$ cat config.mk
export PLATFORM = sky130hd
export DESIGN_NAME = data_memory_ls_flat
export DESIGN_NICKNAME = d
export VERILOG_FILES = /design/src/rtl/data_memory_ls_if.sv /design/src/rtl/data_memory_ls.sv /design/src/flat_wrapper.sv
export SDC_FILE = /design/constraint.sdc
export NUM_CORES = 2
export LEC_CHECK = 0
export CORE_MARGIN = 2
export CORE_UTILIZATION = 50
export DETAILED_ROUTE_END_ITERATION = 7
export DONT_BUFFER_PORTS = 1
export GPL_TIMING_DRIVEN = 1
export HOLD_SLACK_MARGIN = 0.1
export SYNTH_ARGS = -nofsm -noshare
export SYNTH_HDL_FRONTEND = slang
export SYNTH_MEMORY_MAX_BITS = 65536
export SYNTH_SLANG_ARGS = --single-unit
$ cat constraint.sdc
create_clock -name clk_i -period 9.65 [get_ports clk_i]
set_input_delay 1.93 -clock clk_i [delete_from_list [all_inputs] [get_ports clk_i]]
set_output_delay 1.93 -clock clk_i [all_outputs]
set_load 0.02 [all_outputs]
$ cat src/rtl/data_memory_ls_if.sv
// Request/response bus of the load/store data memory.
// The master issues sized loads and stores; the slave answers each accepted request once, in order.
interface data_memory_ls_if;
    logic        req_valid;
    logic        req_ready;
    logic        req_we;
    logic [31:0] req_addr;
    logic [2:0]  req_funct3;
    logic [31:0] req_wdata;
    logic        rsp_valid;
    logic [31:0] rsp_rdata;
    logic        rsp_err;

    modport master (
        output req_valid, req_we, req_addr, req_funct3, req_wdata,
        input  req_ready, rsp_valid, rsp_rdata, rsp_err
    );

    modport slave (
        input  req_valid, req_we, req_addr, req_funct3, req_wdata,
        output req_ready, rsp_valid, rsp_rdata, rsp_err
    );
endinterface

$ cat src/rtl/data_memory_ls.sv
// Synchronous data memory with RISC-V byte/half/word load-store sizing, error flagging,
// fixed-latency in-order responses and an optional post-reset clearing sweep.
module data_memory_ls #(
    parameter int unsigned DEPTH_WORDS    = 128,
    parameter int unsigned READ_LATENCY   = 1,
    parameter bit          CLEAR_ON_RESET = 1'b1
) (
    input  logic            clk_i,
    input  logic            rst_i,
    data_memory_ls_if.slave mem_if
);
    localparam int unsigned IDX_W = $clog2(DEPTH_WORDS);

    typedef enum logic [0:0] {
        ST_INIT  = 1'b0,
        ST_READY = 1'b1
    } state_e;

    state_e             state_q;
    state_e             state_d;
    logic [IDX_W-1:0]   clr_idx_q;
    logic [IDX_W-1:0]   clr_idx_d;
    logic               req_ready_s;
    logic               clr_we_s;

    logic [31:0]        mem_q [DEPTH_WORDS];

    logic               fire_s;
    logic [1:0]         lane_s;
    logic [IDX_W-1:0]   idx_s;
    logic               legal_s;
    logic               misalign_s;
    logic               out_of_range_s;
    logic               err_s;
    logic               wr_en_s;
    logic [3:0]         be_s;
    logic [31:0]        wdata_rep_s;
    logic [31:0]        rd_word_s;
    logic [7:0]         rd_byte_s;
    logic [15:0]        rd_half_s;
    logic [31:0]        ext_s;
    logic [31:0]        load_data_s;

    logic [READ_LATENCY-1:0] rsp_valid_q;
    logic [READ_LATENCY-1:0] rsp_err_q;
    logic [31:0]             rsp_data_q [READ_LATENCY];

    // FSM state register and sweep index
    always_ff @(posedge clk_i) begin
        if (rst_i) begin
            state_q   <= CLEAR_ON_RESET ? ST_INIT : ST_READY;
            clr_idx_q <= '0;
        end else begin
            state_q   <= state_d;
            clr_idx_q <= clr_idx_d;
        end
    end

    // FSM next-state: sweep every word once, then serve requests
    always_comb begin
        state_d   = state_q;
        clr_idx_d = clr_idx_q;
        case (state_q)
            ST_INIT: begin
                clr_idx_d = clr_idx_q + IDX_W'(1);
                if (clr_idx_q == IDX_W'(DEPTH_WORDS - 1)) begin
                    state_d = ST_READY;
                end else begin
                    state_d = ST_INIT;
                end
            end
            ST_READY: begin
                state_d = ST_READY;
            end
            default: begin
                state_d = ST_READY;
            end
        endcase
    end

    // FSM outputs; reset gates both so nothing is accepted or cleared on a reset edge
    always_comb begin
        req_ready_s = 1'b0;
        clr_we_s    = 1'b0;
        case (state_q)
            ST_INIT:  clr_we_s    = !rst_i;
            ST_READY: req_ready_s = !rst_i;
            default: begin
                req_ready_s = 1'b0;
                clr_we_s    = 1'b0;
            end
        endcase
    end

    assign fire_s = mem_if.req_valid & req_ready_s;
    assign lane_s = mem_if.req_addr[1:0];
    assign idx_s  = mem_if.req_addr[IDX_W+1:2];

    // Request legality: funct3 per direction, natural alignment, address range
    always_comb begin
        case (mem_if.req_funct3)
            3'b000, 3'b001, 3'b010: legal_s = 1'b1;
            3'b100, 3'b101:         legal_s = !mem_if.req_we;
            default:                legal_s = 1'b0;
        endcase
        case (mem_if.req_funct3[1:0])
            2'b01:   misalign_s = lane_s[0];
            2'b10:   misalign_s = (lane_s != 2'b00);
            default: misalign_s = 1'b0;
        endcase
        out_of_range_s = |mem_if.req_addr[31:IDX_W+2];
        err_s          = !legal_s | misalign_s | out_of_range_s;
    end

    // Store lane replication and byte enables
    always_comb begin
        case (mem_if.req_funct3[1:0])
            2'b00: begin
                be_s        = 4'b0001 << lane_s;
                wdata_rep_s = {4{mem_if.req_wdata[7:0]}};
            end
            2'b01: begin
                be_s        = lane_s[1] ? 4'b1100 : 4'b0011;
                wdata_rep_s = {2{mem_if.req_wdata[15:0]}};
            end
            2'b10: begin
                be_s        = 4'b1111;
                wdata_rep_s = mem_if.req_wdata;
            end
            default: begin
                be_s        = 4'b0000;
                wdata_rep_s = mem_if.req_wdata;
            end
        endcase
        wr_en_s = fire_s & mem_if.req_we & !err_s;
    end

    // Memory array: sweep writes while initialising, byte-enabled stores afterwards
    always_ff @(posedge clk_i) begin
        if (clr_we_s) begin
            mem_q[clr_idx_q] <= 32'h0000_0000;
        end else if (wr_en_s) begin
            for (int b = 0; b < 4; b++) begin
                if (be_s[b]) begin
                    mem_q[idx_s][8*b +: 8] <= wdata_rep_s[8*b +: 8];
                end
            end
        end
    end

    // Load lane selection and sign/zero extension ahead of the first response stage
    always_comb begin
        rd_word_s = mem_q[idx_s];
        rd_byte_s = rd_word_s[{lane_s, 3'b000} +: 8];
        rd_half_s = lane_s[1] ? rd_word_s[31:16] : rd_word_s[15:0];
        case (mem_if.req_funct3)
            3'b000:  ext_s = {{24{rd_byte_s[7]}}, rd_byte_s};
            3'b001:  ext_s = {{16{rd_half_s[15]}}, rd_half_s};
            3'b010:  ext_s = rd_word_s;
            3'b100:  ext_s = {24'h00_0000, rd_byte_s};
            3'b101:  ext_s = {16'h0000, rd_half_s};
            default: ext_s = 32'h0000_0000;
        endcase
        if (fire_s && !mem_if.req_we && !err_s) begin
            load_data_s = ext_s;
        end else begin
            load_data_s = 32'h0000_0000;
        end
    end

    // Response pipeline: stage 0 captures the read, later stages only delay it
    always_ff @(posedge clk_i) begin
        if (rst_i) begin
            rsp_valid_q <= '0;
            rsp_err_q   <= '0;
            for (int k = 0; k < READ_LATENCY; k++) begin
                rsp_data_q[k] <= 32'h0000_0000;
            end
        end else begin
            rsp_valid_q[0] <= fire_s;
            rsp_err_q[0]   <= fire_s & err_s;
            rsp_data_q[0]  <= load_data_s;
            for (int k = 1; k < READ_LATENCY; k++) begin
                rsp_valid_q[k] <= rsp_valid_q[k-1];
                rsp_err_q[k]   <= rsp_err_q[k-1];
                rsp_data_q[k]  <= rsp_data_q[k-1];
            end
        end
    end

    assign mem_if.req_ready = req_ready_s;
    assign mem_if.rsp_valid = rsp_valid_q[READ_LATENCY-1];
    assign mem_if.rsp_err   = rsp_err_q[READ_LATENCY-1];
    assign mem_if.rsp_rdata = rsp_data_q[READ_LATENCY-1];
endmodule

$ cat src/flat_wrapper.sv
// flat-port wrapper written by rule: the top's interface ports become plain ports
module data_memory_ls_flat 
#(
    parameter int unsigned DEPTH_WORDS    = 128,
    parameter int unsigned READ_LATENCY   = 1,
    parameter bit          CLEAR_ON_RESET = 1'b1
)
  (clk_i, rst_i, mem_if_req_valid, mem_if_req_we, mem_if_req_addr, mem_if_req_funct3, mem_if_req_wdata, mem_if_req_ready, mem_if_rsp_valid, mem_if_rsp_rdata, mem_if_rsp_err);
  data_memory_ls_if mem_if_i ();
  input  logic clk_i;
  input  logic rst_i;
  input wire logic [$bits(mem_if_i.req_valid)-1:0] mem_if_req_valid;
  input wire logic [$bits(mem_if_i.req_we)-1:0] mem_if_req_we;
  input wire logic [$bits(mem_if_i.req_addr)-1:0] mem_if_req_addr;
  input wire logic [$bits(mem_if_i.req_funct3)-1:0] mem_if_req_funct3;
  input wire logic [$bits(mem_if_i.req_wdata)-1:0] mem_if_req_wdata;
  output wire logic [$bits(mem_if_i.req_ready)-1:0] mem_if_req_ready;
  output wire logic [$bits(mem_if_i.rsp_valid)-1:0] mem_if_rsp_valid;
  output wire logic [$bits(mem_if_i.rsp_rdata)-1:0] mem_if_rsp_rdata;
  output wire logic [$bits(mem_if_i.rsp_err)-1:0] mem_if_rsp_err;
  assign mem_if_i.req_valid = mem_if_req_valid;
  assign mem_if_i.req_we = mem_if_req_we;
  assign mem_if_i.req_addr = mem_if_req_addr;
  assign mem_if_i.req_funct3 = mem_if_req_funct3;
  assign mem_if_i.req_wdata = mem_if_req_wdata;
  assign mem_if_req_ready = mem_if_i.req_ready;
  assign mem_if_rsp_valid = mem_if_i.rsp_valid;
  assign mem_if_rsp_rdata = mem_if_i.rsp_rdata;
  assign mem_if_rsp_err = mem_if_i.rsp_err;
  data_memory_ls #(.DEPTH_WORDS(DEPTH_WORDS), .READ_LATENCY(READ_LATENCY), .CLEAR_ON_RESET(CLEAR_ON_RESET)) u_core (.clk_i(clk_i), .rst_i(rst_i), .mem_if(mem_if_i));
endmodule
**Word-level counts from Yosys, hierarchy flattened**

Memories as Yosys holds them, arrays and structs flattened.
Cells that the tools add are included.

- Reductions and logical operators: 14
- Eq/ne operators: 7
- Bitwise logic cells: 7
- Mux-type cells: 38
- Shifts and indexed selects: 2
- Add/subtract/negate cells: 1

Operator list:

| kind | count |
|---|---|
| case mux 32 bit (5 select lines) | 1 |
| 2-to-1 mux 32 bit | 3 |
| case mux 32 bit (2 select lines) | 1 |
| OR reduction 32 bit | 2 |
| indexed part select 32 x 6 -> 8 bit | 1 |
| 2-to-1 mux 1 bit | 25 |
| OR reduction 23 bit | 1 |
| 2-to-1 mux 16 bit | 1 |
| case mux 4 bit (3 select lines) | 1 |
| 2-to-1 mux 4 bit | 2 |
| adder 7 x 1 -> 7 bit (second input constant) | 1 |
| equality test 7 bit (second input constant) | 1 |
| 2-to-1 mux 7 bit | 1 |
| equality test 3 bit (second input constant) | 2 |
| case mux 1 bit (2 select lines) | 3 |
| bitwise AND 1 bit | 4 |
| logical NOT 1 bit | 4 |
| << shifter 1 x 2 -> 4 bit (first input constant) | 1 |
| equality test 3 x 1 -> 1 bit (second input constant) | 1 |
| equality test 3 x 2 -> 1 bit (second input constant) | 1 |
| logical NOT 3 bit | 1 |
| OR reduction 3 bit | 1 |
| equality test 2 x 1 -> 1 bit (second input constant) | 1 |
| equality test 2 bit (second input constant) | 1 |
| other kinds (6) | 8 |

- Logic and storage cells: 75
- RAM bits: 4,128
- Register bits: 10
- Bits of input ports: 71
- Output and inout bits: 35
- Memories kept: 2

Memories:

| memory | words | width | rd ports | clocked after Yosys merged registers in | wr ports | line | source |
|---|---|---|---|---|---|---|---|
| u_core.mem_q | 128 | 32 | 1 | 0 | 1 | data_memory_ls.sv:26 | `logic [31:0] mem_q [DEPTH_WORDS];` |
| u_core.rsp_data_q | 1 | 32 | 1 | 0 | 1 | data_memory_ls.sv:46 | `logic [31:0] rsp_data_q [READ_LATENCY];` |

**Logic depth before layout (Yosys ltp)**

- Word-level depth: 13
- Depth in mapped cells: 15
- Mapped depth without buffers: 10

**Worst setup path before layout**

No wires, ideal clock.

- Path kind: input to register
- From: input mem_if_req_funct3[1]
- To: memory u_core.mem_q[0][25] (data pin)
- Cell stages on the path: 11
- Required time: 8.682 ns
- Path buffers: 4
- Library setup time: 0.968 ns
- Arrival time: 7.566 ns
- Setup slack: 1.116 ns
- Cells stage by stage: clkbuf_1 > inv_1 > ha_1 > nor2_1 > a2111o_1 > nor4_2 > nand3b_1 > buf_2 > clkbuf_1 > buf_1 > a31oi_1

- Word-level cells in the longest chain between the ends: 13
- Elaborated cells between the ends (all ways): 37
- Those cells by class: eq/ne: 6; mux: 21; bitwise: 3; reduce/logical: 7

Ends and longest elaborated chain:

| element | line | source |
|---|---|---|
| from (decl) | flat_wrapper.sv:15 | `input wire logic [$bits(mem_if_i.req_funct3)-1:0] mem_if_req_funct3;` |
| equality test 3 x 1 -> 1 bit, or another cell as far along | data_memory_ls.sv:101 | `case (mem_if.req_funct3)` |
| OR reduction 3 bit or OR reduction 2 bit (tied branches) | data_memory_ls.sv:101 |  |
| case mux 1 bit (2 select lines) | data_memory_ls.sv:101 |  |
| logical NOT 1 bit | data_memory_ls.sv:112 | `err_s = !legal_s \| misalign_s \| out_of_range_s;` |
| OR 1 bit (2 in a row) | data_memory_ls.sv:112 |  |
| logical NOT 1 bit | data_memory_ls.sv:135 | `wr_en_s = fire_s & mem_if.req_we & !err_s;` |
| bitwise AND 1 bit | data_memory_ls.sv:135 |  |
| 2-to-1 mux 1 bit | data_memory_ls.sv:142 | `end else if (wr_en_s) begin` |
| 2-to-1 mux 1 bit | data_memory_ls.sv:140 | `if (clr_we_s) begin` |
| 2-to-1 mux 1 bit (not written as such) | data_memory_ls.sv:145 | `mem_q[idx_s][8*b +: 8] <= wdata_rep_s[8*b +: 8];` |
| OR reduction 32 bit (no source line) | -- |  |
| 2-to-1 mux 32 bit (no source line) (*) | -- |  |
| to (decl) | data_memory_ls.sv:26 |  |

Every way passes the cells marked *; elsewhere a longest branch is shown, timed or not.

**Worst setup path after layout**

- From: input mem_if_req_addr[2]
- To: memory u_core.rsp_data_q[0][3]

- Word-level cells in the longest chain between the ends: 5
- Elaborated cells between the ends (all ways): 6
- Those cells by class: shift: 1; mux: 4; memory: 1

Ends and longest elaborated chain:

| element | line | source |
|---|---|---|
| from (decl) | flat_wrapper.sv:14 | `input wire logic [$bits(mem_if_i.req_addr)-1:0] mem_if_req_addr;` |
| memory (128 x 32 bit) (*) | -- |  |
| indexed part select 32 x 6 -> 8 bit or 2-to-1 mux 16 bit (tied branches) | data_memory_ls.sv:154, data_memory_ls.sv:155 |  |
| case mux 32 bit (5 select lines) (*) | data_memory_ls.sv:156 | `case (mem_if.req_funct3)` |
| 2-to-1 mux 32 bit (*) | data_memory_ls.sv:164 | `if (fire_s && !mem_if.req_we && !err_s) begin` |
| 2-to-1 mux 32 bit (no source line) (*) | -- |  |
| to (decl) | data_memory_ls.sv:46 |  |

Marked as above.

==> metrics <==
power density relative to cell area around 210 nW/um2; endpoint required time on the critical path 10,450 ps; detailed-route via count 77,959; # Post-CTS Setup Buffers 0; overall die area approximately 330,000 um2; FF+latch count, synth just over 4,000; Die Height around 570 um; final worst path period share about three quarters; Final Instance Area between 150,000 and 200,000 um2; R2R setup slack 3620 ps; category of the worst setup path launch point input pin; clk buf depth 4; Resize count post-CTS 0; Post-CTS Hold Fix Bufs 0; drt initial violations approximately 9,900; via count of the first global-routing pass around 80,000; final-report max-slew violation count 0; post-synthesis average cell area about 22 um2; multi-input combinational cell area between 30,000 and 40,000 um2; wire length of the first global-routing pass slightly below 600,000 um; amount of wire on met2 after detailed routing about 200,000 um; Die X ~570 um; Routed met3 length 32,420 um; CTS Root Cell sky130_fd_sc_hd__clkbuf_16; deepest level of the CTS H-tree 5; Peak Freq about 140 MHz; ys async rst share 0%; number of CTS-inserted buffers 415; headroom to the max-slew limit around a tenth; total power after layout between 30 and 40 mW; cell taking the most area after synthesis sky130_fd_sc_hd__edfxtp_1; WHS Path Cells 2; hpwl dp about 250,000 um; Post-Syn Nets roughly 7,600; type of the worst setup path in -> reg; pre-CTS setup slack between 1500 and 2000 ps; Non-Filler Instances 12,298; number of buffers inserted by port buffering 0; routed wirelength normalized by instance count 34.10 um; cell types with the largest area share after synthesis sky130_fd_sc_hd__edfxtp_1 (76%), sky130_fd_sc_hd__mux4_2 (14%), sky130_fd_sc_hd__mux2i_1 (1.8%); number of fillers in the final layout between 20,000 and 25,000; share of layout cells above drive strength 1 roughly 24%; grt total ovfl 0; simple logic cell fraction of the synthesized area 2.927%; uppermost routed layer met5; portion of netlist area occupied by mux cells between 15 and 20%; endpoint class of the critical path register; Total Negative Setup Slacks 0 ps; EDFF count, synth 4,096; routability-driven placement congestion ratio 0.8545; first-pass iteration count of the detailed router 6; antenna-violating nets left 0; Max rail drop VDD approximately 0.16 mV; number of placed cells counting well taps 11,504; setup repair after global routing missed its margin no; final-report setup violation count 0; clock period minus final worst setup slack 7202 ps; Yosys warning total 0; number of cells traversed by the worst register-to-register path 10; final setup margin between 2000 and 2500 ps; max-cap violation count 0; run status finished clean; area growth from synthesis to layout 11.68%; share of synthesized cell area in full adder, half adder and majority cells less than 1%; overall routed net length between 400,000 and 500,000 um; area taken by flip-flops and latches about 120,000 um2; GRT Resource Usage Total 25.52%; XOR/XNOR Fraction of Synth Area less than 1%; number of antenna violations at the first check in global routing 23; worst clock skew on the final layout roughly 72 ps; clock tree from TritonCTS yes; area of the mapped netlist between 150,000 and 200,000 um2; CP arrival 8000 ps; measured slew at the worst slew-check pin about 1300 ps; fraction of the yosys area taken by sequential cells between 70% and 80%; Synth top area share 76.12%; class of the tightest hold or removal check reg -> reg; synthesized-area fraction occupied by ao, oa, aoi and oai cells around 1.6%; wire length the detailed router placed on met1 ~170,000 um; critical path fanouts, max 144; vias per cell about 6.3; placed cell area ~170,000 um2; count of boundary I/O pins between 100 and 150; Skew-Pair Late Insertion Delay just under 1000 ps; largest net degree at the start of global routing ~940; Clk pin slew, worst setup/hold paths around 70 ps; final hold violation count 0; nets@finish 7,700; Placeable Area ~320,000 um2; row cnt between 200 and 250; leakage power of the design between 40 and 50 nW; Residual DRC 0; cell count after synthesis around 7,500; number of clock sinks seen by CTS 4,138; Netlist cell types 68; largest family of logic cells by synthesized area multiplexers; initial standard-cell utilization of the core about half; prevailing post-synth register cell sky130_fd_sc_hd__edfxtp_1
[cells in the final DEF (no fill, tap or decap), drive strengths merged, types with 3 or more instances in the layout]
cell type	count
edfxtp	4096
mux4	1080
nor2	548
clkbuf	501
nand2	306
mux2i	291
buf	195
clkinv	181
nand3	121
a22oi	117
a32oi	77
bufinv	54
a21oi	50
dfxtp	42
nor3	38
a31oi	33
nand4	30
inv	28
nor2b	26
o21ai	23
clkinvlp	22
o22ai	19
diode	17
nand2b	9
or4	9
a211oi	9
o22a	7
or2	6
nor4	6
nand3b	5
ha	5
and2b	5
mux2	4
and2	4
xnor2	3
[worst max-delay path: stages]
cell and delay [ps]:
sky130_fd_sc_hd__buf_16 620, sky130_fd_sc_hd__buf_16 720, sky130_fd_sc_hd__buf_16 750, sky130_fd_sc_hd__mux4_1 770
sky130_fd_sc_hd__mux4_2 520, sky130_fd_sc_hd__a22oi_1 370, sky130_fd_sc_hd__nand4_1 360, sky130_fd_sc_hd__a211oi_1 940
sky130_fd_sc_hd__a21oi_1 210
[layer usage]
| metal | vias to the layer above | track usage (%) |
|---|---|---|
| li1 | 31593 | - |
| met1 | 41999 | 36.37 |
| met2 | 3677 | 39.88 |
| met3 | 682 | 4.044 |
| met4 | 8 | 10.30 |
| met5 | - | 0 |
[logic make-up after synthesis]
kind of cell    after synthesis
mux                        1375
xor+xnor                      5
compound gates              351
flops                      4138
simple gates               1121
buf+inv                     480
fa+ha+maj                     5
[cell usage after synthesis, types with 19 or more instances]
cell,n
sky130_fd_sc_hd__buf_1,31
sky130_fd_sc_hd__a32oi_1,77
sky130_fd_sc_hd__buf_2,153
sky130_fd_sc_hd__edfxtp_1,4096
sky130_fd_sc_hd__a31oi_1,33
sky130_fd_sc_hd__mux2i_1,290
sky130_fd_sc_hd__o21ai_0,19
sky130_fd_sc_hd__nor2b_1,26
sky130_fd_sc_hd__nand3_1,121
sky130_fd_sc_hd__a22oi_1,117
sky130_fd_sc_hd__buf_4,66
sky130_fd_sc_hd__nand4_1,30
sky130_fd_sc_hd__nor3_1,38
sky130_fd_sc_hd__clkbuf_1,149
sky130_fd_sc_hd__dfxtp_1,42
sky130_fd_sc_hd__nor2_1,547
sky130_fd_sc_hd__mux4_1,58
sky130_fd_sc_hd__nand2_1,306
sky130_fd_sc_hd__a21oi_1,48
sky130_fd_sc_hd__buf_6,38
sky130_fd_sc_hd__mux4_2,1022
[report_power, final]
part	internal (mW)	total, mW	switching (mW)
Sequential	19.5	19.5	0.0101
Clock	9.58	16.4	6.85
Combinational	0.371	1.09	0.721
[sequential cells by signal, summed over array words and instances, names as in the netlist]
signal,cells
u_core.state_q,1
u_core.rsp_data_q,32
u_core.mem_if.rsp_valid,1
u_core.mem_q,4096
u_core.clr_idx_q,7
u_core.mem_if.rsp_err,1
[final cells by class]
cell class	instances	share of cell area, %
timing repair buffer	195	1.033
clock inverter	268	1.613
multi-input combinational	2857	19.58
sequential	4138	68.63
antenna	17	0.02357
inverter	17	0.03952
tap	4305	2.985
clock buffer	501	6.097
[through the flow]
stage | util [%] | hold WS, ps
finish | 56.15 | 592.2
global route | 56.14 | 621.3
floorplan | - | 503.8
detailed placement | 51.73 | 570.6
global placement | 51.73 | 549.0
CTS | 56.06 | 581.2
[final timing paths]
check                           start                      end
hold / removal    u_core.clr_idx_q[5]      u_core.clr_idx_q[5]
hold reg to reg   u_core.clr_idx_q[5]      u_core.clr_idx_q[5]
setup / recovery   mem_if_req_addr[2]  u_core.rsp_data_q[0][3]
setup reg to reg       u_core.state_q      u_core.mem_q[9][31]
No activity file was read; power rests on OpenSTA's default activity.
